`src/rtl/drive_sequencer_unit.sv`:
```
// Multi-bank drive-path sequencer: per-bank envelope burst / virtual-Z FSMs joined by a
// global completion barrier, with a watchdog that recovers from stalled envelope memories.
module drive_sequencer_unit #(
    parameter int NUM_BANK                  = 2,
    parameter int NUM_QUBIT_PER_BANK        = 16,
    parameter int QUBIT_ADDR_WIDTH_PER_BANK = 4,
    parameter int ENV_ADDR_WIDTH            = 10,
    parameter int ENV_LEN_WIDTH             = 8,
    parameter int TIMEOUT_CYCLES            = 1024
) (
    input  logic                                          clk,
    input  logic                                          rst,
    input  logic                                          trigger,
    input  logic [NUM_BANK-1:0]                           bank_en,
    input  logic [NUM_BANK-1:0]                           inst_valid,
    input  logic [NUM_BANK-1:0]                           inst_is_rz,
    input  logic [NUM_BANK*QUBIT_ADDR_WIDTH_PER_BANK-1:0] inst_qubit_sel,
    input  logic [NUM_BANK*ENV_ADDR_WIDTH-1:0]            inst_env_base,
    input  logic [NUM_BANK*ENV_LEN_WIDTH-1:0]             inst_env_len,
    input  logic [NUM_BANK-1:0]                           env_ready,
    output logic [NUM_BANK-1:0]                           env_rd_en,
    output logic [NUM_BANK*ENV_ADDR_WIDTH-1:0]            env_addr,
    output logic [NUM_BANK-1:0]                           busy,
    output logic [NUM_BANK*NUM_QUBIT_PER_BANK-1:0]        nco_phase_wr_en,
    output logic [NUM_BANK*NUM_QUBIT_PER_BANK-1:0]        nco_z_corr_wr_en,
    output logic [NUM_BANK*NUM_QUBIT_PER_BANK-1:0]        nco_z_corr_mode,
    output logic                                          update_pc,
    output logic                                          timeout_err
);
    localparam int QW   = QUBIT_ADDR_WIDTH_PER_BANK;
    localparam int NQ   = NUM_QUBIT_PER_BANK;
    localparam int WD_W = (TIMEOUT_CYCLES > 1) ? $clog2(TIMEOUT_CYCLES) + 1 : 1;
    localparam logic [WD_W-1:0] WD_LAST = WD_W'((TIMEOUT_CYCLES > 0) ? TIMEOUT_CYCLES - 1 : 0);

    typedef enum logic [2:0] {IDLE, PLAY, COMMIT, RZ, DONE} bank_state_t;
    typedef enum logic {G_IDLE, G_RUN} g_state_t;

    g_state_t            g_state_reg;
    logic [WD_W-1:0]     wd_reg;
    logic [NUM_BANK-1:0] done_vec;
    logic                all_done;
    logic                start;
    logic                wd_hit;

    assign all_done  = &done_vec;
    assign start     = (g_state_reg == G_IDLE) && trigger;
    assign update_pc = (g_state_reg == G_RUN) && all_done;
    // The barrier wins over the watchdog so banks already heading to IDLE are not re-forced.
    assign wd_hit    = (TIMEOUT_CYCLES != 0) && (g_state_reg == G_RUN) && !all_done
                       && (wd_reg == WD_LAST);

    always_ff @(posedge clk or negedge rst) begin
        if (!rst) begin
            g_state_reg <= G_IDLE;
            wd_reg      <= '0;
            timeout_err <= 1'b0;
        end else begin
            case (g_state_reg)
                G_IDLE: begin
                    wd_reg <= '0;
                    if (trigger) g_state_reg <= G_RUN;
                end
                G_RUN: begin
                    if (update_pc) begin
                        g_state_reg <= G_IDLE;
                        wd_reg      <= '0;
                    end else begin
                        wd_reg <= wd_reg + WD_W'(1);
                    end
                    if (wd_hit) timeout_err <= 1'b1;
                end
                default: g_state_reg <= G_IDLE;
            endcase
        end
    end

    generate
        for (genvar gi = 0; gi < NUM_BANK; gi++) begin : g_bank
            bank_state_t               state_reg;
            logic [ENV_ADDR_WIDTH-1:0] addr_reg;
            logic [ENV_LEN_WIDTH-1:0]  remain_reg;
            logic [QW-1:0]             qubit_reg;
            logic [NQ-1:0]             qubit_onehot;
            logic [ENV_LEN_WIDTH-1:0]  len_in;

            assign len_in = inst_env_len[gi*ENV_LEN_WIDTH +: ENV_LEN_WIDTH];

            always_ff @(posedge clk or negedge rst) begin
                if (!rst) begin
                    state_reg  <= IDLE;
                    addr_reg   <= '0;
                    remain_reg <= '0;
                    qubit_reg  <= '0;
                end else begin
                    case (state_reg)
                        IDLE: begin
                            if (start) begin
                                qubit_reg  <= inst_qubit_sel[gi*QW +: QW];
                                addr_reg   <= inst_env_base[gi*ENV_ADDR_WIDTH +: ENV_ADDR_WIDTH];
                                // A zero length still plays one sample.
                                remain_reg <= (len_in == '0) ? ENV_LEN_WIDTH'(1) : len_in;
                                if (!bank_en[gi] || !inst_valid[gi]) state_reg <= DONE;
                                else if (inst_is_rz[gi])             state_reg <= RZ;
                                else                                 state_reg <= PLAY;
                            end
                        end
                        PLAY: begin
                            if (wd_hit) begin
                                state_reg <= DONE;
                            end else if (env_ready[gi]) begin
                                addr_reg <= addr_reg + ENV_ADDR_WIDTH'(1);
                                if (remain_reg == ENV_LEN_WIDTH'(1)) state_reg <= COMMIT;
                                else remain_reg <= remain_reg - ENV_LEN_WIDTH'(1);
                            end
                        end
                        COMMIT:  state_reg <= DONE;
                        RZ:      state_reg <= DONE;
                        DONE:    if (update_pc) state_reg <= IDLE;
                        default: state_reg <= IDLE;
                    endcase
                end
            end

            assign qubit_onehot = NQ'(1) << qubit_reg;
            assign done_vec[gi]  = (state_reg == DONE);
            assign env_rd_en[gi] = (state_reg == PLAY);
            assign busy[gi]      = (state_reg == PLAY) || (state_reg == COMMIT) || (state_reg == RZ);
            assign env_addr[gi*ENV_ADDR_WIDTH +: ENV_ADDR_WIDTH] =
                (state_reg == PLAY) ? addr_reg : '0;
            assign nco_phase_wr_en[gi*NQ +: NQ]  = (state_reg == RZ) ? qubit_onehot : '0;
            assign nco_z_corr_wr_en[gi*NQ +: NQ] = (state_reg == COMMIT) ? qubit_onehot : '0;
            assign nco_z_corr_mode[gi*NQ +: NQ]  =
                ((state_reg == PLAY) || (state_reg == COMMIT)) ? qubit_onehot : '0;
        end
    endgenerate
endmodule
```
`config.mk`:
```
export PLATFORM = sky130hd
export DESIGN_NAME = drive_sequencer_unit
export DESIGN_NICKNAME = d
export VERILOG_FILES = /design/src/rtl/drive_sequencer_unit.sv
export SDC_FILE = /design/constraint.sdc
export NUM_CORES = 1
export LEC_CHECK = 0
export ABC_CLOCK_PERIOD_IN_PS = 2330
export BUFFER_PORTS_ARGS = -buffer_cell sky130_fd_sc_hd__buf_2
export CORE_MARGIN = 2
export CORE_UTILIZATION = 48
export DETAILED_ROUTE_END_ITERATION = 10
export GPL_ROUTABILITY_DRIVEN = 0
export PLACE_DENSITY = 0.86
export SYNTH_ARGS = -nofsm -noshare
export SYNTH_HDL_FRONTEND = slang
export SYNTH_SLANG_ARGS = --single-unit
```
`constraint.sdc`:
```
create_clock -name clk -period 2.33 [get_ports clk]
set_input_delay 0.466 -clock clk [delete_from_list [all_inputs] [get_ports clk]]
set_output_delay 0.466 -clock clk [all_outputs]
set_load 0.03 [all_outputs]
```
== Yosys cells after proc, flatten, opt, wreduce, memory -nomap -nowiden ==
Index checks and enable logic that the tools add are counted.

* Input bits: 55
* Logic and storage cells: 125
* Output and inout port bits: 122
* Bits in registers: 63

* Eq/ne operators: 25
* Bitwise logic cells: 1
* Shift operators: 2
* Multiplexer cells: 48
* Add/sub/neg operators: 5
* Reduce and logical (&&, ||, !) cells: 33

{| class="wikitable"
|+ Operators with widths
! operator !! number
|-
| 16-bit two-way mux || 6
|-
| 10-bit two-way mux || 8
|-
| 8-bit two-way mux || 10
|-
| 10-bit one-hot mux with 2 select lines || 2
|-
| 3-bit two-way mux || 11
|-
| 8-bit one-hot mux with 2 select lines || 2
|-
| 1-bit by 4-bit << shifter with 16-bit output (first input constant) || 2
|-
| 3-bit one-hot mux with 4 select lines || 2
|-
| 11-bit one-hot mux with 2 select lines || 1
|-
| 10-bit by 1-bit adder with 10-bit output (second input constant) || 2
|-
| 2-bit inequality test (second input constant) || 10
|-
| 8-bit by 1-bit == test with 1-bit output (second input constant) || 2
|-
| 8-bit zero test || 2
|-
| 4-bit AND reduction || 4
|-
| 8-bit by 1-bit subtractor with 8-bit output (second input constant) || 2
|-
| 3-bit by 2-bit == test with 1-bit output (second input constant) || 4
|-
| 11-bit by 1-bit adder with 11-bit output (second input constant) || 1
|-
| 11-bit by 10-bit == test with 1-bit output (second input constant) || 1
|-
| 11-bit two-way mux || 1
|-
| 5-bit AND reduction || 2
|-
| 2-bit AND reduction || 4
|-
| 3-bit by 1-bit == test with 1-bit output (second input constant) || 2
|-
| 3-bit == test (second input constant) || 2
|-
| 3-bit zero test || 2
|-
| other kinds (11) || 29
|}

== Depth between registers and ports, before layout ==
* Depth after elaboration: 7
* Mapped depth: 8

== Least setup slack after synthesis ==
Ideal clock, no wire load.

* Path type: register to output
* From: reg g_bank[0].state_reg[2]
* To: out nco_z_corr_mode[10]
* Required time: 1.864 ns
* Buffers on the path: 4
* Arrival time: 2.013 ns
* Setup slack: -0.149 ns
* Stages on the path, launching flop included: 8
* Path through: dfrtp_1 > buf_2 > or3b_2 > clkbuf_1 > and2_1 > clkbuf_1 > buf_2 > nor2_1

* Longest elaborated chain between the ends: 3

{| class="wikitable"
|+ Ends and longest elaborated chain
! what !! line !! text
|-
| from (decl) || 79 || <nowiki>bank_state_t state_reg;</nowiki>
|-
| from (signal assigned) || 90 || <nowiki>state_reg <= IDLE;</nowiki>
|-
| from (signal assigned) || 102 || <nowiki>if (!bank_en[gi] || !inst_valid[gi]) state_reg <= DONE;</nowiki>
|-
| from (signal assigned) || 103 || <nowiki>else if (inst_is_rz[gi]) state_reg <= RZ;</nowiki>
|-
| 3-bit by 1-bit == test with 1-bit output / 3-bit by 2-bit == test with 1-bit output (equally long branches) || 133 || <nowiki>((state_reg == PLAY) || (state_reg == COMMIT)) ? qubit_onehot : '0;</nowiki>
|-
| 1-bit logical OR (*) || 133 ||
|-
| 16-bit two-way mux (*) || 133 ||
|-
| to (decl) || 26 || <nowiki>output logic [NUM_BANK*NUM_QUBIT_PER_BANK-1:0] nco_z_corr_mode,</nowiki>
|}

Mark *: on every way between the ends. The rest lies on a longest branch, timed or not.

== Worst setup path in the final report ==
* From: reg g_bank[0].state_reg[2]
* To: out nco_z_corr_mode[8]

Same word-level chain as after synthesis.

==> qor.txt <==
Die X: 100.7 µm
Clock Path Buffers: 2
Final setup viols: 0
Vias: 5397
Largest area contributor in the netlist: dfrtp_1
Largest net degree at the start of global routing: 34
H-tree levels: 3
Number of synthesized flops with an enable pin: 0
Fin. max-slew vios: 0
Sequential area share after synthesis: 0.3516
Mapped Cells: 603
Initial Utilization: 0.4900
Crit path to: nco_z_corr_mode[8]
Sw power: 2893 µW
Synth warn: 0
Final TNS setup: 0 ns
Wire length per cell: 15.77 µm
Top cells by area, synth: dfrtp_1 35%, nor2_1 13%, nand2_1 5.7%
Period Utilization, post-route: 0.9750
CP startpoint: g_bank[0].state_reg[2]
Top FF cell, synth: dfrtp_1
Synth Area in Simple Gates: 0.3739
Most common cell in the netlist: nor2_1
RR Startpoint: wd_reg[0]
ANT nets after route: 0
Cell Area, Placed: 0.005567 mm²
DRT Pass-1 Iters: 7
Xor and xnor fraction of the mapped netlist area: 0.01367
Max cap viols: 0
Status: completed
Clock Power Share: 0.144
Skew final: 0.009090 ns
Initial DRC Count: 395
Final instance area: 0.005861 mm²
Slew margin rel.: 0.5901
Worst slew pin tran: 0.6130 ns
Core Util, Final: 0.6403
Synth Register Bits: 63
Syn nets: 665
Dpl ws: 0.1685 ns
Die Ht: 100.7 µm
Area delta synth->final: 30.69%
Clock Tree Root: clkbuf_8
Synthesized cell area: 0.004484 mm²
Num ports: 177
Seq pwr share: 0.356
First-pass GRT wire length: 21.49 mm
Top-area cell type share of the netlist area: 0.3516
Sw Ratio: 0.4762
Avg Cell Area, Syn: 7.437 µm²
Dpl hpwl: 10.43 mm
Ys async rst share: 1.000
Synth unique cells: 63
# port buffers: 176
Clk sinks: 63
Final Hold Fails: 0
RR Endpoint: g_bank[0].remain_reg[7]
DR DRC count: 0
Crit Path Max Fanout: 16
Internal power: 3182 µW
Reg2reg path depth: 7
Pwr dens: 1037 mW/mm²
CP arrival: 1.81 ns
Final WS setup: 0.05822 ns
Setup slack, reg-to-reg: 0.13 ns
TritonCTS clock tree: built
Worst-path clk slew: 0.07 ns
Die area: 0.01013 mm²
Clk Latency, worst-skew pair: 0.34 ns
Final antenna diode count: 0
Row Count: 35
Routed WL: 14.24 mm
Vias per inst: 5.977
Fin crit period: 2.272 ns
Fraction of layout cells with a size suffix above 1: 0.3270
# nets final: 850
Kind of critical path: reg -> out
Worst setup EP type: primary output
Overflow after GRT: 0
Mux cell area share after synthesis: 0.01451
F_max: 440.2 MHz
Total core area: 0.009153 mm²
Synth Area in Adders: 0.01953
Required time worst endpoint: 1.86 ns
Tot GR Track Use: 0.2642
Comb power frac: 0.500
Top cells by count, synth: 153 x nor2_1, 68 x nand2_1, 63 x dfrtp_1
Antenna violations before repair: 0
RSZ-0062 raised after global routing: yes
Max incr delay on CP: 0.48 ns
VDD IR max: 0.7191 mV
Largest family of logic cells by synthesized area: simple AND/OR/NAND/NOR gates
Slowest cell on crit path: or3b_2
CP cell instances: or3b_2, and2_4, nor2_2, buf_2
Leak: 0.002795 µW
Vias in the first global route: 4667
Synth Area in Compound Gates: 0.1847
Min-Delay Path Class: in -> async
CP startpoint kind: flip-flop
Fillers: 761
Clock buffer count from CTS: 9
Max reg flops: 20
## cells in the final DEF, fill, tap and decap left out, drive strengths merged, types with 5 or more instances in the layout
master / Yosys / final
a211oi: 8 / 8
a21oi: 32 / 32
a31oi: 5 / 5
and2: 26 / 27
and3: 6 / 6
buf: 15 / 200
clkbuf: 19 / 20
dfrtp: 63 / 63
ha: 7 / 7
inv: 9 / 7
nand2: 68 / 68
nand3: 30 / 30
nand4: 9 / 9
nor2: 154 / 154
nor2b: 9 / 9
nor3: 18 / 18
nor3b: 7 / 7
nor4: 8 / 8
o21ai: 30 / 30
o22a: 9 / 9
o22ai: 5 / 5
xor2: 5 / 5
## critical path, delay by kind of cell, from the launching register on
family,cells,cell delay [ns]
AND/OR/NAND/NOR,3,0.85
buffers and inverters,1,0.20
flip-flops,1,0.40
## power groups by stage
stage	Clock, µW	Sequential [µW]	Combinational, µW
global placement	0	2090	2740
global route	939	2240	3320
CTS	884	2130	2900
detailed placement	0	2150	2850
floorplan	0	1970	2170
finish	878	2160	3030
## cells by family after synthesis
| group | Yosys count |
|---|---|
| AO/OA/AOI/OAI | 123 |
| multiplexers | 6 |
| flip-flops | 63 |
| adder cells (fa/ha/maj) | 7 |
| AND/OR/NAND/NOR | 354 |
| buffers and inverters | 43 |
| XOR/XNOR | 7 |
## how the worst min path moves through the flow
stage | startpoint | to | slack [ns] | depth (start not counted)
finish | rst | g_bank[0].remain_reg[2] | 0.07 | 1
floorplan | rst | g_bank[0].addr_reg[0] | 0.17 | 0
CTS | rst | g_bank[0].qubit_reg[3] | 0.09 | 1
detailed placement | rst | g_bank[0].remain_reg[1] | 0.46 | 1
global placement | timeout_err | timeout_err | 0.44 | 1
global route | rst | g_bank[0].remain_reg[1] | 0.11 | 1
## timing repair
action | 4_1_cts | 5_1_grt
setup buffers | 0 | 4
hold buffers | 0 | 0
pin swaps | 0 | 1
endpoints found under the setup margin | 53 | 59
gates cloned | 0 | 3
gates resized for setup | 7 | 30
## metal layers
layer,track usage,part of all wire,vias to the layer above
met5,0,0,-
met4,0.1243,0.031,0
met3,0.03814,0.080,50
met2,0.4497,0.49,310
met1,0.3301,0.40,2538
li1,-,-,2499
## per-stage QoR
stage | hold WS, ns | instances | total power, µW
2_1_floorplan | 0.1704 | 603 | 4143
3_3_place_gp | 0.4432 | 881 | 4827
3_5_place_dp | 0.4556 | 881 | 4998
4_1_cts | 0.08858 | 896 | 5912
5_1_grt | 0.1114 | 903 | 6499
6_report | 0.07088 | 903 | 6075
## area by class of cell
cell class,count,area [µm²],share of cell area
clock buffer,15,176.4,0.03010
inverter,9,41.29,0.007045
multi-input combinational,498,2781,0.4746
sequential,63,1579,0.2694
tap,111,138.9,0.02370
timing repair buffer,205,1131,0.1930
timing repair inverter,2,12.51,0.002135
Power figures use the tool's default switching activity.
